## src/rtl/ldm_stm_sequencer.sv

```systemverilog
// LDM/STM block-transfer sequencer. It walks the register list lowest index first,
// making one memory access per set bit, then writes the final address back to Rn.
module ldm_stm_sequencer (
  input  logic        clk,
  input  logic        Reset,
  input  logic        Start,
  input  logic        L,
  input  logic        P,
  input  logic        U,
  input  logic        W,
  input  logic [3:0]  Rn,
  input  logic [31:0] BaseAddr,
  input  logic [15:0] RegList,
  input  logic        MemReady,
  input  logic [31:0] MemRD,
  input  logic [31:0] RegRD,
  output logic        Busy,
  output logic        Done,
  output logic [31:0] MemAddr,
  output logic        MemRead,
  output logic        MemWrite,
  output logic [31:0] MemWD,
  output logic [3:0]  RegA,
  output logic [3:0]  RegA3,
  output logic [31:0] RegWD3,
  output logic        RegWrite,
  output logic        PCLoad,
  output logic [31:0] PCValue
);

  typedef enum logic [2:0] {S_IDLE, S_CALC, S_XFER, S_WB, S_DONE} state_t;

  state_t      state_q, state_d;
  logic        l_q, l_d, p_q, p_d, u_q, u_d, w_q, w_d;
  logic [3:0]  rn_q, rn_d;
  logic [31:0] base_q, base_d;
  logic [15:0] list_q, list_d;
  logic [15:0] remain_q, remain_d;
  logic [31:0] addr_q, addr_d;
  logic [31:0] final_q, final_d;

  logic [4:0]  count;
  logic [31:0] span;
  logic [3:0]  cur;
  logic [15:0] remain_next;

  // The original list is kept intact so WB can tell whether Rn was loaded.
  always_comb begin
    count = '0;
    for (int i = 0; i < 16; i++) count = count + {4'd0, list_q[i]};
    span = {25'd0, count, 2'b00};
    cur = '0;
    for (int i = 15; i >= 0; i--) if (remain_q[i]) cur = 4'(i);
    remain_next = remain_q & (remain_q - 16'd1);
  end

  always_comb begin
    state_d  = state_q;
    l_d      = l_q;
    p_d      = p_q;
    u_d      = u_q;
    w_d      = w_q;
    rn_d     = rn_q;
    base_d   = base_q;
    list_d   = list_q;
    remain_d = remain_q;
    addr_d   = addr_q;
    final_d  = final_q;
    case (state_q)
      S_IDLE: if (Start) begin
        l_d      = L;
        p_d      = P;
        u_d      = U;
        w_d      = W;
        rn_d     = Rn;
        base_d   = BaseAddr;
        list_d   = RegList;
        remain_d = RegList;
        state_d  = S_CALC;
      end
      S_CALC: begin
        case ({p_q, u_q})
          2'b01:   addr_d = base_q;
          2'b11:   addr_d = base_q + 32'd4;
          2'b00:   addr_d = base_q - span + 32'd4;
          default: addr_d = base_q - span;
        endcase
        final_d = u_q ? base_q + span : base_q - span;
        state_d = (count == 5'd0) ? S_DONE : S_XFER;
      end
      S_XFER: if (MemReady) begin
        remain_d = remain_next;
        addr_d   = addr_q + 32'd4;
        if (remain_next == 16'd0) state_d = w_q ? S_WB : S_DONE;
      end
      S_WB:    state_d = S_DONE;
      S_DONE:  state_d = S_IDLE;
      default: state_d = S_IDLE;
    endcase
  end

  always_comb begin
    Busy     = (state_q != S_IDLE);
    Done     = (state_q == S_DONE);
    MemAddr  = '0;
    MemRead  = 1'b0;
    MemWrite = 1'b0;
    MemWD    = '0;
    RegA     = '0;
    RegA3    = '0;
    RegWD3   = '0;
    RegWrite = 1'b0;
    PCLoad   = 1'b0;
    PCValue  = '0;
    case (state_q)
      S_XFER: begin
        MemAddr  = addr_q;
        MemRead  = l_q;
        MemWrite = !l_q;
        if (!l_q) begin
          RegA  = cur;
          MemWD = RegRD;
        end else if (MemReady) begin
          if (cur != 4'd15) begin
            RegWrite = 1'b1;
            RegA3    = cur;
            RegWD3   = MemRD;
          end else begin
            PCLoad  = 1'b1;
            PCValue = MemRD;
          end
        end
      end
      // A loaded Rn takes priority over the base writeback.
      S_WB: if (!(l_q && list_q[rn_q])) begin
        RegWrite = 1'b1;
        RegA3    = rn_q;
        RegWD3   = final_q;
      end
      default: ;
    endcase
  end

  always_ff @(posedge clk) begin
    if (Reset) begin
      state_q  <= S_IDLE;
      l_q      <= 1'b0;
      p_q      <= 1'b0;
      u_q      <= 1'b0;
      w_q      <= 1'b0;
      rn_q     <= '0;
      base_q   <= '0;
      list_q   <= '0;
      remain_q <= '0;
      addr_q   <= '0;
      final_q  <= '0;
    end else begin
      state_q  <= state_d;
      l_q      <= l_d;
      p_q      <= p_d;
      u_q      <= u_d;
      w_q      <= w_d;
      rn_q     <= rn_d;
      base_q   <= base_d;
      list_q   <= list_d;
      remain_q <= remain_d;
      addr_q   <= addr_d;
      final_q  <= final_d;
    end
  end

endmodule

```

## config.mk

```make
export PLATFORM = sky130hd
export DESIGN_NAME = ldm_stm_sequencer
export DESIGN_NICKNAME = d
export VERILOG_FILES = /design/src/rtl/ldm_stm_sequencer.sv
export SDC_FILE = /design/constraint.sdc
export NUM_CORES = 1
export LEC_CHECK = 0
export BUFFER_PORTS_ARGS = -buffer_cell sky130_fd_sc_hd__buf_4
export CORE_MARGIN = 1
export CORE_UTILIZATION = 50
export CTS_BUF_LIST = sky130_fd_sc_hd__clkbuf_4 sky130_fd_sc_hd__clkbuf_8
export CTS_CLUSTER_DIAMETER = 150
export DETAILED_ROUTE_END_ITERATION = 10
export PLACE_DENSITY = 0.78
export SLEW_MARGIN = 20
export SYNTH_ARGS = -nofsm -noshare
export SYNTH_HDL_FRONTEND = slang
export SYNTH_SLANG_ARGS = --single-unit
```

## constraint.sdc

```tcl
create_clock -name clk -period 7.2 [get_ports clk]
set_input_delay 0.36 -clock clk [delete_from_list [all_inputs] [get_ports clk]]
set_output_delay 0.36 -clock clk [all_outputs]
set_load 0.005 [all_outputs]
```

==> flow_summary.ini <==
[drt]
drt.antenna.violating_nets = 0
drtPass1Iterations = 7
vias_per_cell = 6.22
wirelength_mm = 44.0
drt_first_iter_violations = 1576
avgRoutedWirePerCell_um = 20.7
route.detailed.drc = 0
vias = 13215

[clocking]
clk_path_buf_depth = 2
cts_resized = 0
cts_tree = built
cts_sinks = 139
cts-htree-levels = 4
numCtsBuffers = 17
root_buffer = clkbuf_8
clock_latency_ns = 0.47
post_cts_buffers = 0
hold_buffers = 0
clkSlewWorstSetupHoldPaths_ns = 0.10

[setup_path]
required_ns = 7.57
worst_setup_path_start_kind = register
cp-end-kind = register
crit_chain = inv_1 -> fa_1 -> inv_1 -> fa_1 -> fa_1 -> inv_1 -> fa_1 -> inv_1 -> ha_1 -> inv_1 -> fa_1 -> nor2b_1 -> o21ai_0 -> ha_1 -> or4_1 -> or4_4 -> or4_4 -> a22oi_2 -> nand4bb_2 -> nor4_4 -> mux2i_1 -> a31oi_1 -> o21ba_1
crit_family = adder cells
worstPathArrival_ns = 7.31
path_buf_inv = 5
worst-setup-path-type = register to register
cpMaxStageDelayCell = or4_4
cp_max_fo = 8
cp_slowest_stage_delay_ns = 0.60

[sta]
setup_viol = 0
hold_viol = 0
finalSetupTns_ns = 0
tightest_slew_ns = 1.25
maxSlewHeadroom_pct = 16.2
fin_crit_sh_pct = 96.5
maxSlewViolCount = 0
period_minus_slack_ns = 6.95
clock.fmax_ghz = 0.144
fin_skew_ns = 0.0161
rsz0062_at_grt = yes

[die]
coreArea_sq_mm = 0.0226
die_area_sq_mm = 0.0235
fp.dieH_um = 153
io_pins = 266
die_x_um = 153
rows = 55
start_util_pct = 50.8

[power_and_ir_drop]
p_per_area_mw_per_mm2 = 563
internal_power_mw = 3.44
comb_power_share_pct = 74.5
power_frac_clock_pct = 8.6
ir_drop_mv = 0.409
switching_share_pct = 56.2
p_seq_share_pct = 16.9
p_leak_nw = 5.79
switchingPower_mw = 4.41

[global_routing]
grt_pass1_vias = 12019
track_usage_pct = 36.8
antenna_found_initial = 0
grt_max_degree = 80
grt_first_pass_wirelength_mm = 67.5
gr-total-overflow = 0

[yosys]
synth-edff-count = 0
synthesis.area_sq_mm = 0.0115
yosysUniqueCellTypes = 83
synthArstFlopShare_pct = 0
syn_inst = 1650
ys_ff_latch = 139
synthesis.nets = 1807
synth_warnings = 0
synth_flop_cell = dfxtp_1
post_synth.cell_area_avg_sq_um = 6.94
yosysSeqAreaShare_pct = 24.3

[final_layout]
fin_cells = 2123
diodes = 0
syn_to_final_growth_pct = 21.8
drive_gt1_share_pct = 20.1
final_nets = 1982
utilization_pct = 61.8

[run]
drv_cap = 0

[worst_hold_path]
hp-class = input port to register

[outcome]
status = completed

[placement]
dp.cells = 2091
dp_hpwl_mm = 32.8
place_congestion = 0.973
io_buffers = 265
-- kinds of logic (layout without fill, tap and decap cells) --
family / Yosys count / in the layout / share of synthesized area, %
flip-flops: 139 / 139 / 24.3
adder cells (fa/ha/maj): 35 / 35 / 4.56
multiplexers: 12 / 12 / 1.61
AO/OA/AOI/OAI: 451 / 451 / 24.9
buffers and inverters: 196 / 384 / 6.55
XOR/XNOR: 79 / 79 / 6.04
AND/OR/NAND/NOR: 738 / 738 / 32.1
-- cells in the mapped netlist, drive strengths merged, types with 45 or more instances --
cell      n  share of area (%)
nor2    126                4.1
nor3     54                2.4
inv      55                1.8
a21oi   184                8.0
xnor2    45                3.4
clkbuf  127                4.2
dfxtp   139                 24
and2     76                4.1
and3     50                2.7
o21ai    76                3.3
nand3    45                2.0
nand2   260                8.5
-- power by group through the flow --
stage                     clock [mW]  sequential [mW]  combinational [mW]
after CTS                      0.686             1.31                5.66
after global placement             0             1.32                5.58
after floorplan                    0             1.13                4.11
after global routing           0.717             1.36                6.29
after detailed placement           0             1.33                5.62
final                          0.679             1.33                5.85
-- tightest hold or removal path: cells and delay by family --
kind / cells / cell delay (ns)
compound gates: 1 / 0.05
simple gates: 1 / 0.04
buf+inv: 1 / 0.11
-- layout by cell type (no fill, tap or decap), types with 17 or more instances in the layout --
master,Yosys,routed
a21oi_1,184,183
a22o_1,32,32
and2_1,75,74
and3_1,50,50
buf_4,0,296
clkbuf_8,0,17
dfxtp_1,139,139
ha_1,21,20
inv_1,55,55
nand2_1,260,258
nand3_1,45,45
nand4_1,19,19
nor2_1,126,124
nor3_1,53,53
nor4_1,22,20
o21ai_0,75,75
xnor2_1,45,45
xor2_1,34,34
-- worst paths after layout --
| check | slack, ns | cells after the start | startpoint | end |
|---|---|---|---|---|
| setup / recovery | 0.25 | 23 | list_q[5]$_SDFFE_PP0P_ | addr_q[24]$_SDFFE_PP0P_ |
| hold / removal | 0.12 | 3 | BaseAddr[10] | base_q[10]$_SDFFE_PP0P_ |
| setup reg to reg | 0.25 | 23 | list_q[5]$_SDFFE_PP0P_ | addr_q[24]$_SDFFE_PP0P_ |
| hold reg to reg | 0.45 | 2 | final_q[3]$_SDFFE_PP0P_ | final_q[3]$_SDFFE_PP0P_ |
-- state kept, by name, indices dropped and copies added, names as in the netlist --
name,cells
addr_q,32
base_q,32
final_q,32
l_q,1
list_q,16
p_q,1
remain_q,16
rn_q,4
state_q,3
u_q,1
w_q,1
-- metrics by stage --
| step | cell area, sq um | power, mW | hold WS (ns) | setup slack, ns |
|---|---|---|---|---|
| global route | 14000 | 8.37 | 0.110 | -0.0315 |
| CTS | 13900 | 7.66 | 0.103 | 0.301 |
| floorplan | 11500 | 5.25 | 0.432 | 0.843 |
| finish | 14000 | 7.85 | 0.123 | 0.253 |
| global placement | 13500 | 6.90 | 0.437 | 0.429 |
| detailed placement | 13500 | 6.96 | 0.444 | 0.385 |
-- per-layer routing --
layer	track usage [%]	share of wire (%)	wire length, um	vias to the layer above
met1	46.7	40	17500	6147
li1	-	-	-	6192
met2	60.3	46	20100	746
met5	0	0	0	-
met4	18.3	4.8	2120	0
met3	6.15	9.7	4250	130
-- final cells by class --
class	instances	area, sq um
clock buffer	17	234
clock inverter	15	168
fill	2144	8620
inverter	56	210
multi-input combinational	1315	7980
sequential	139	2780
tap	285	357
timing repair buffer	296	2220
Note: power is estimated with default switching activity, not from simulation.
